==> config.mk <==
export PLATFORM = sky130hd
export DESIGN_NAME = nvdla_dbb_sched
export DESIGN_NICKNAME = d
export VERILOG_FILES = /design/src/rtl/nvdla_dbb_sched_pkg.sv /design/src/rtl/nvdla_dbb_rr_arb.sv /design/src/rtl/nvdla_dbb_sched.sv
export SDC_FILE = /design/constraint.sdc
export NUM_CORES = 1
export LEC_CHECK = 0
export BUFFER_PORTS_ARGS = -buffer_cell sky130_fd_sc_hd__buf_2
export CORE_MARGIN = 3
export CORE_UTILIZATION = 42
export CTS_BUF_LIST = sky130_fd_sc_hd__clkbuf_8
export DETAILED_ROUTE_END_ITERATION = 12
export PLACE_DENSITY = 0.78
export SETUP_SLACK_MARGIN = 0.02
export SLEW_MARGIN = 30
export SYNTH_ARGS = -nofsm -noshare
export SYNTH_HDL_FRONTEND = slang
export SYNTH_SLANG_ARGS = --single-unit
==> constraint.sdc <==
create_clock -name clk_i -period 2.4 [get_ports clk_i]
set_clock_uncertainty 0.05 [all_clocks]
set_input_delay 0.72 -clock clk_i [delete_from_list [all_inputs] [get_ports clk_i]]
set_output_delay 0.72 -clock clk_i [all_outputs]
set_load 0.005 [all_outputs]
==> src/rtl/nvdla_dbb_sched_pkg.sv <==
// Shared types and constants for the NVDLA DBB burst scheduler.
package nvdla_dbb_sched_pkg;

    localparam int unsigned NVDLA_DBB_MAX_BEATS = 16;
    localparam int unsigned DBB_CNT_W           = $clog2(NVDLA_DBB_MAX_BEATS);

    typedef enum logic [2:0] {
        SCHED_IDLE,
        SCHED_WR_START,
        SCHED_WR_DATA,
        SCHED_WR_WAIT,
        SCHED_WR_RESP,
        SCHED_RD_START,
        SCHED_RD_DATA,
        SCHED_RD_WAIT
    } state_dbb_sched_t;

    typedef struct packed {
        logic [31:0] addr;
        logic [4:0]  beats;
        logic        write;
    } ctrl_dbb_sched_t;

    // DBB lengths are encoded as beats-1.
    function automatic logic [4:0] len_to_beats(input logic [DBB_CNT_W-1:0] len);
        return {1'b0, len} + 5'd1;
    endfunction

endpackage

==> src/rtl/nvdla_dbb_rr_arb.sv <==
// Two-way round-robin arbiter (write vs read) with a registered last-grant pointer.
module nvdla_dbb_rr_arb (
    input  logic clk_i,
    input  logic rst_ni,
    input  logic clear_i,
    input  logic en_i,
    input  logic req_wr_i,
    input  logic req_rd_i,
    output logic gnt_wr_o,
    output logic gnt_rd_o
);

    logic last_rd_q;

    always_comb begin
        gnt_wr_o = 1'b0;
        gnt_rd_o = 1'b0;
        if (en_i) begin
            if (req_wr_i && req_rd_i) begin
                gnt_rd_o = !last_rd_q;
                gnt_wr_o = last_rd_q;
            end else begin
                gnt_wr_o = req_wr_i;
                gnt_rd_o = req_rd_i;
            end
        end
    end

    always_ff @(posedge clk_i) begin
        if (!rst_ni || clear_i) begin
            last_rd_q <= 1'b0;
        end else if (gnt_rd_o) begin
            last_rd_q <= 1'b1;
        end else if (gnt_wr_o) begin
            last_rd_q <= 1'b0;
        end
    end

endmodule

==> src/rtl/nvdla_dbb_sched.sv <==
// Sequences NVDLA DBB read/write bursts onto the HWPE streamer pair, one at a time.
// Optional protocol checking is enabled by defining NVDLA_DBB_SCHED_ERR_EN.
module nvdla_dbb_sched
    import nvdla_dbb_sched_pkg::*;
#(
    parameter int unsigned MEMIF_WIDTH = 64
) (
    input  logic        clk_i,
    input  logic        rst_ni,
    input  logic        clear_i,
    input  logic        enable_i,
    input  logic        wr_req_valid_i,
    output logic        wr_req_ready_o,
    input  logic [31:0] wr_req_addr_i,
    input  logic [3:0]  wr_req_len_i,
    input  logic [7:0]  wr_req_id_i,
    input  logic        rd_req_valid_i,
    output logic        rd_req_ready_o,
    input  logic [31:0] rd_req_addr_i,
    input  logic [3:0]  rd_req_len_i,
    input  logic [7:0]  rd_req_id_i,
    input  logic        wdat_valid_i,
    output logic        wdat_ready_o,
    input  logic        wdat_last_i,
    output logic        wrsp_valid_o,
    input  logic        wrsp_ready_i,
    output logic [7:0]  wrsp_id_o,
    output logic        rdat_valid_o,
    input  logic        rdat_ready_i,
    output logic        rdat_last_o,
    output logic [7:0]  rdat_id_o,
    output logic        strm_wdat_valid_o,
    input  logic        strm_wdat_ready_i,
    input  logic        strm_rdat_valid_i,
    output logic        strm_rdat_ready_o,
    output logic        strm_start_o,
    output logic        strm_write_o,
    output logic [31:0] strm_addr_o,
    output logic [4:0]  strm_beats_o,
    input  logic        strm_done_i,
    output logic        busy_o,
    output logic        err_o
);

    if ((MEMIF_WIDTH % 8) != 0) begin : g_bad_width
        $error("MEMIF_WIDTH must be a whole number of bytes");
    end

    state_dbb_sched_t     state_q;
    ctrl_dbb_sched_t      ctrl_q;
    logic [DBB_CNT_W-1:0] cnt_q;
    logic [DBB_CNT_W-1:0] len_q;
    logic [7:0]           id_q;
    logic                 done_seen_q;
    logic                 err_q;

    logic arb_en, gnt_wr, gnt_rd;
    logic in_wdat, in_rdat, wbeat, rbeat, cnt_last, post_start, done_now, err_set;

    // Grants are suppressed while reset/clear is asserted so every output reads 0.
    assign arb_en = enable_i && rst_ni && !clear_i && (state_q == SCHED_IDLE);

    nvdla_dbb_rr_arb u_arb (
        .clk_i    (clk_i),
        .rst_ni   (rst_ni),
        .clear_i  (clear_i),
        .en_i     (arb_en),
        .req_wr_i (wr_req_valid_i),
        .req_rd_i (rd_req_valid_i),
        .gnt_wr_o (gnt_wr),
        .gnt_rd_o (gnt_rd)
    );

    assign wr_req_ready_o = gnt_wr;
    assign rd_req_ready_o = gnt_rd;

    assign in_wdat    = (state_q == SCHED_WR_DATA);
    assign in_rdat    = (state_q == SCHED_RD_DATA);
    assign cnt_last   = (cnt_q == len_q);
    assign post_start = in_wdat || in_rdat || (state_q == SCHED_WR_WAIT) ||
                        (state_q == SCHED_RD_WAIT);
    assign done_now   = done_seen_q || strm_done_i;

    assign strm_wdat_valid_o = in_wdat && wdat_valid_i;
    assign wdat_ready_o      = in_wdat && strm_wdat_ready_i;
    assign wbeat             = in_wdat && wdat_valid_i && strm_wdat_ready_i;

    assign rdat_valid_o      = in_rdat && strm_rdat_valid_i;
    assign strm_rdat_ready_o = in_rdat && rdat_ready_i;
    assign rbeat             = in_rdat && strm_rdat_valid_i && rdat_ready_i;
    assign rdat_last_o       = in_rdat && cnt_last;
    assign rdat_id_o         = in_rdat ? id_q : 8'h00;

    assign wrsp_valid_o = (state_q == SCHED_WR_RESP);
    assign wrsp_id_o    = wrsp_valid_o ? id_q : 8'h00;

    assign strm_start_o = (state_q == SCHED_WR_START) || (state_q == SCHED_RD_START);
    assign strm_write_o = strm_start_o && ctrl_q.write;
    assign strm_addr_o  = ctrl_q.addr;
    assign strm_beats_o = ctrl_q.beats;
    assign busy_o       = (state_q != SCHED_IDLE);
    assign err_o        = err_q;

`ifdef NVDLA_DBB_SCHED_ERR_EN
    assign err_set = (wbeat && (wdat_last_i != cnt_last)) ||
                     (post_start && strm_done_i && done_seen_q);
`else
    logic unused_wdat_last;
    assign unused_wdat_last = wdat_last_i;
    assign err_set          = 1'b0;
`endif

    always_ff @(posedge clk_i) begin
        if (!rst_ni || clear_i) begin
            state_q     <= SCHED_IDLE;
            ctrl_q      <= '0;
            cnt_q       <= '0;
            len_q       <= '0;
            id_q        <= '0;
            done_seen_q <= 1'b0;
            err_q       <= 1'b0;
        end else begin
            if (post_start && strm_done_i) done_seen_q <= 1'b1;
            if (err_set) err_q <= 1'b1;
            unique case (state_q)
                SCHED_IDLE: begin
                    if (gnt_wr) begin
                        ctrl_q      <= '{addr: wr_req_addr_i, beats: len_to_beats(wr_req_len_i),
                                         write: 1'b1};
                        len_q       <= wr_req_len_i;
                        id_q        <= wr_req_id_i;
                        cnt_q       <= '0;
                        done_seen_q <= 1'b0;
                        state_q     <= SCHED_WR_START;
                    end else if (gnt_rd) begin
                        ctrl_q      <= '{addr: rd_req_addr_i, beats: len_to_beats(rd_req_len_i),
                                         write: 1'b0};
                        len_q       <= rd_req_len_i;
                        id_q        <= rd_req_id_i;
                        cnt_q       <= '0;
                        done_seen_q <= 1'b0;
                        state_q     <= SCHED_RD_START;
                    end
                end
                SCHED_WR_START: state_q <= SCHED_WR_DATA;
                SCHED_WR_DATA: begin
                    if (wbeat) begin
                        cnt_q <= cnt_q + 1'b1;
                        if (cnt_last) state_q <= SCHED_WR_WAIT;
                    end
                end
                SCHED_WR_WAIT: if (done_now) state_q <= SCHED_WR_RESP;
                SCHED_WR_RESP: if (wrsp_ready_i) state_q <= SCHED_IDLE;
                SCHED_RD_START: state_q <= SCHED_RD_DATA;
                SCHED_RD_DATA: begin
                    if (rbeat) begin
                        cnt_q <= cnt_q + 1'b1;
                        if (cnt_last) state_q <= done_seen_q ? SCHED_IDLE : SCHED_RD_WAIT;
                    end
                end
                SCHED_RD_WAIT: if (done_now) state_q <= SCHED_IDLE;
                default: state_q <= SCHED_IDLE;
            endcase
        end
    end

endmodule

[Word level (Yosys, flattened, before mapping)]
Index checks and enable logic that the tools add are counted.
Widths: inputs -> output; s select.
Storage, ports and cells
  register bits: 59
  input port bits: 101
  output and inout bits: 65
  logic and storage cells: 91
Operators by class
  add/sub/neg operators: 3
  eq/ne operators: 16
  muxes and demuxes: 34
  reductions and logical operators: 29
Operators with widths (number)
  $mux 38: 2
  $mux 8: 4
  $mux 3: 10
  $mux 4: 6
  $pmux 3 s8: 1
  $logic_and 1x1->1: 13
  $eq 3x3->1 const B: 4
  $pmux 4 s3: 1
  $add 4x1->5 const B: 2
  $mux 1: 10
  $ne 2x1->1 const B: 5
  $reduce_and 8->1: 1
  $eq 3x2->1 const B: 2
  $logic_or 1x1->1: 6
  $reduce_bool 3->1: 2
  $add 4x1->4 const B: 1
  $eq 4x4->1: 1
  $ne 2x2->1 const B: 2
  $reduce_and 4->1: 1
  $eq 3x1->1 const B: 1
  $logic_not 1->1: 3
  $logic_not 3->1: 1
  $ne 3x3->1 const B: 1
  $reduce_and 2->1: 1
  $reduce_bool 2->1: 1

[Longest topological paths before layout]
  word-level depth: 9
  mapped depth: 10

[Cells and area by module]
Synthesis repeated with hierarchy kept, for this count alone.
Unflattened totals
  cell total of the unflattened synthesis: 376
  area total of the unflattened synthesis: 3311.9 um^2
Modules (own cells, without submodules)
  nvdla_dbb_sched: times used 1, cells an instance 367, area each 3228.1 um^2, sequential area each 1161.1 um^2
  nvdla_dbb_rr_arb: times used 1, cells an instance 9, area each 83.8 um^2, sequential area each 20.0 um^2

[Worst setup path before layout]
Ideal clock, no wire load.
  path kind: input -> register
  from: input port clear_i
  to: register ctrl_q, in the netlist strm_beats_o[2]
  data arrival time: 2243 ps
  data required time: 2275 ps
  setup slack: 32 ps
  stages on the path: 10
  cell sequence: and3b_1 -> clkbuf_1 -> nand4_4 -> buf_2 -> buf_1 -> nand2_1 -> nand2_1 -> ha_1 -> xor2_1 -> o21ai_0
Between the ends
  cells in the longest elaborated chain, start to end: 6
  elaborated cells between the ends (all ways): 9
RTL lines
  start, declared: line nvdla_dbb_sched.sv:10  | input logic clear_i,
  $logic_not 1->1: line nvdla_dbb_sched.sv:61  | assign arb_en = enable_i && rst_ni && !clear_i && (state_q == SCHED_IDLE);
  $logic_and 1x1->1 (2 in series): line nvdla_dbb_sched.sv:61
  $mux 1: line nvdla_dbb_rr_arb.sv:18  | if (en_i) begin
  $reduce_bool 2->1 (no line)
  $reduce_and 2->1 (no line)
  end signal, assigned: line nvdla_dbb_sched.sv:128  | ctrl_q <= '{addr: wr_req_addr_i, beats: len_to_beats(wr_req_len_i),
  end signal, assigned: line nvdla_dbb_sched.sv:136  | ctrl_q <= '{addr: rd_req_addr_i, beats: len_to_beats(rd_req_len_i),
  end, declared: line nvdla_dbb_sched.sv:50  | ctrl_dbb_sched_t ctrl_q;
Several ways; a longest one is shown, not always the timed one.
A chain may end at the register's enable or synchronous reset.

[Final worst setup path]
  from: input port clear_i
  to: output port wr_req_ready_o
Between the ends
  cells in the longest elaborated chain, start to end: 4
RTL lines
  $logic_not 1->1: line nvdla_dbb_sched.sv:61
  $logic_and 1x1->1 (2 in series): line nvdla_dbb_sched.sv:61
  $mux 1: line nvdla_dbb_rr_arb.sv:18
  end, declared: line nvdla_dbb_sched.sv:13  | output logic wr_req_ready_o,
No other way between the ends.

==> impl_metrics.json <==
{
  "grt_pass1_wl_mm": 13.9,
  "min_period_ns": 2.35,
  "die_area_um2": 8680,
  "drtIter0Drc": 238,
  "firstDrtPassIters": 6,
  "first_global_vias": 3116,
  "yosys.area_share.simple_pct": 22.7,
  "postCtsSetupRepairBufs": 0,
  "maxCapViolCount": 0,
  "hold_ws_ns": 0.408,
  "hold_violations": 0,
  "fp.dieW_um": 93.1,
  "crit_arrival_ns": 1.58,
  "yosys_warnings": 0,
  "drive_gt1_share_pct": 37.5,
  "htreeDepth": 3,
  "fin_nets": 645,
  "grtUsageTotal_pct": 19.6,
  "worst_ep_required_time_ns": 1.63,
  "synthMuxAreaShare_pct": 1.45,
  "p_leak_nw": 1.99,
  "register_area_um2": 1180,
  "antenna_found_initial": 0,
  "syn_area_um2": 3190,
  "cp-start-kind": "primary input",
  "hold_depth": 2,
  "finalCritPeriodShare_pct": 97.7,
  "hold_path_class": "flip-flop to flip-flop",
  "max_freq_mhz": 426,
  "synth_compound_area_share_pct": 22.5,
  "slew_viol_final": 0,
  "insertion_delay_ns": 0.32,
  "areaGrowthSynthToFinish_pct": 26.6,
  "diodes": 0,
  "cts_buffers": 9,
  "wirelength_mm": 8.49,
  "outcome": "finished clean",
  "cts.sinks": 59,
  "clockRootBuffer": "clkbuf_8",
  "cts_buffer_depth": 2,
  "rows": 31,
  "postSynthCellCount": 423,
  "syn-mean-instance-area_um2": 7.54,
  "rsz0062_at_grt": "true",
  "synth_fa_ha_area_share_pct": 0.785,
  "wl_per_cell_um": 13.2,
  "ys_seq_elements": 59,
  "place_hpwl_mm": 6.31,
  "ys_types": 48,
  "drc": 0,
  "async_flop_share_pct": 0,
  "ir_drop_mv": 0.415,
  "io_buffers": 163,
  "critPathCaptureType": "primary output",
  "power_density_nw_per_um2": 548,
  "synth_nets": 526,
  "synth-xor-area-share_pct": 1.65,
  "grt_overflow_total": 0,
  "io_pins": 166,
  "reg2reg_depth": 6,
  "grt_max_degree": 53,
  "synth_flop_cell": "dfxtp_1",
  "multiInputGateArea_um2": 1580,
  "antenna_left": 0,
  "cts_tree": "built",
  "initial_utilization_pct": 43.7,
  "seq_area_frac_synth_pct": 37.0,
  "critical_path_class": "primary input to primary output",
  "core_area_um2": 7290,
  "via_count": 3325,
  "setup_violations": 0,
  "n_fill_cell": 708,
  "die_h_um": 93.1,
  "synth_edf_count": 0,
  "clkTransAtPathRegs_ns": 0.07,
  "synth_top_family_by_area": "simple AND/OR/NAND/NOR gates",
  "path_max_fanout": 7,
  "place_congestion": 0.906,
  "viasPerCell": 5.16,
  "setup_tns_ns": 0
}
==> layout by cell type (no fill, tap or decap), types with 6 or more instances in the layout <==
cell,Yosys,routed
buf_2,7,162
nand2_1,97,97
dfxtp_1,59,56
o21ai_0,52,52
a31oi_1,41,41
and2_1,19,19
a21oi_1,12,12
clkbuf_8,0,12
buf_4,39,11
nor2_1,13,10
inv_1,5,6
nand3_1,6,6
==> sequential cells by signal, summed over array words and instances (netlist names) <==
name	flops
ctrl_q	1
state_q	3
cnt_q	4
u_arb.last_rd_q	1
strm_beats_o	5
id_q	8
done_seen_q	1
len_q	4
strm_addr_o	32
==> logic make-up (layout without fill, tap and decap cells) <==
family / count (synthesis) / in the layout
other: 1 / 1
XOR/XNOR: 6 / 6
AND/OR/NAND/NOR: 155 / 155
AO/OA/AOI/OAI: 122 / 122
adder cells (fa/ha/maj): 2 / 2
buffers and inverters: 74 / 197
multiplexers: 4 / 4
flip-flops: 59 / 59
==> per-stage QoR <==
| stage | worst slack [ns] | utilization [%] | power [W] | area, um2 | instances |
|---|---|---|---|---|---|
| 2_1_floorplan | 0.0317 | - | 0.00126 | 3190 | 423 |
| 3_3_place_gp | 0.0613 | 52.6 | 0.00140 | 3840 | 630 |
| 3_5_place_dp | 0.0438 | 52.6 | 0.00141 | 3840 | 630 |
| 4_1_cts | 0.0369 | 55.1 | 0.00223 | 4020 | 645 |
| 5_1_grt | 0.0165 | 55.4 | 0.00234 | 4040 | 645 |
| 6_report | 0.0541 | 55.4 | 0.00221 | 4040 | 645 |
==> synthesized netlist by cell type, types with 2 or more instances <==
library cell / instances / area [um2]
clkbuf_1: 19 / 71.3
a21oi_1: 12 / 60.1
buf_1: 2 / 7.51
or3_1: 4 / 25.0
xnor2_1: 4 / 35.0
nor2_1: 13 / 48.8
nand2b_1: 4 / 25.0
mux2i_1: 2 / 20.0
ha_1: 2 / 25.0
and2_1: 19 / 119
inv_1: 5 / 18.8
nand3_1: 6 / 30.0
o22ai_1: 2 / 12.5
o211ai_1: 2 / 15.0
dfxtp_1: 59 / 1180
nand2_1: 97 / 364
xor2_1: 2 / 17.5
and3_1: 2 / 12.5
nor2b_1: 2 / 12.5
a31oi_1: 41 / 257
a21o_1: 2 / 15.0
buf_4: 39 / 293
o21ai_0: 52 / 260
buf_2: 7 / 35.0
==> critical path, cell delays in order <==
cell	delay [ns]
buf_2	0.12
and3b_1	0.30
nand4_4	0.19
inv_2	0.14
buf_6	0.10
==> final timing paths <==
check,start,endpoint,slack [ns]
worst min-delay path,ctrl_q[0]$_SDFFE_PP0P_,ctrl_q[0]$_SDFFE_PP0P_,0.41
worst min register to register,ctrl_q[0]$_SDFFE_PP0P_,ctrl_q[0]$_SDFFE_PP0P_,0.41
worst max-delay path,clear_i,wr_req_ready_o,0.05
worst max register to register,state_q[2]$_SDFFE_PP0P_,strm_beats_o[2]$_SDFFE_PP0P_,0.52
==> where the power goes <==
| part | switching, W | internal [W] | total [W] |
|---|---|---|---|
| Sequential | 0.0000211 | 0.00101 | 0.00103 |
| Combinational | 0.000199 | 0.000168 | 0.000367 |
| Clock | 0.000372 | 0.000447 | 0.000819 |
| Total | 0.000592 | 0.00162 | 0.00221 |
==> metal layers <==
layer  vias up  global-route usage [%]  wire [um]
li1       1650                       -          -
met1      1512                    23.5       3520
met2       154                    32.5       4060
met3         9                    6.19        814
met4         0                    7.81        103
met5         -                       0          0
==> layout make-up <==
cell class / instances / area share [%]
clock buffer: 12 / 4.09
tap: 99 / 3.07
clock inverter: 3 / 0.341
timing repair buffer: 176 / 23.4
sequential: 59 / 29.3
inverter: 6 / 0.558
multi-input combinational: 290 / 39.2
==> timing repair <==
item | 4_1_cts | 5_1_grt
cloned | 0 | 0
endpoints found under the setup margin | 12 | 13
pin swaps | 0 | 1
hold buffers | 0 | 0
gates resized for setup | 2 | 7
Note: power is estimated with default switching activity, not from simulation.
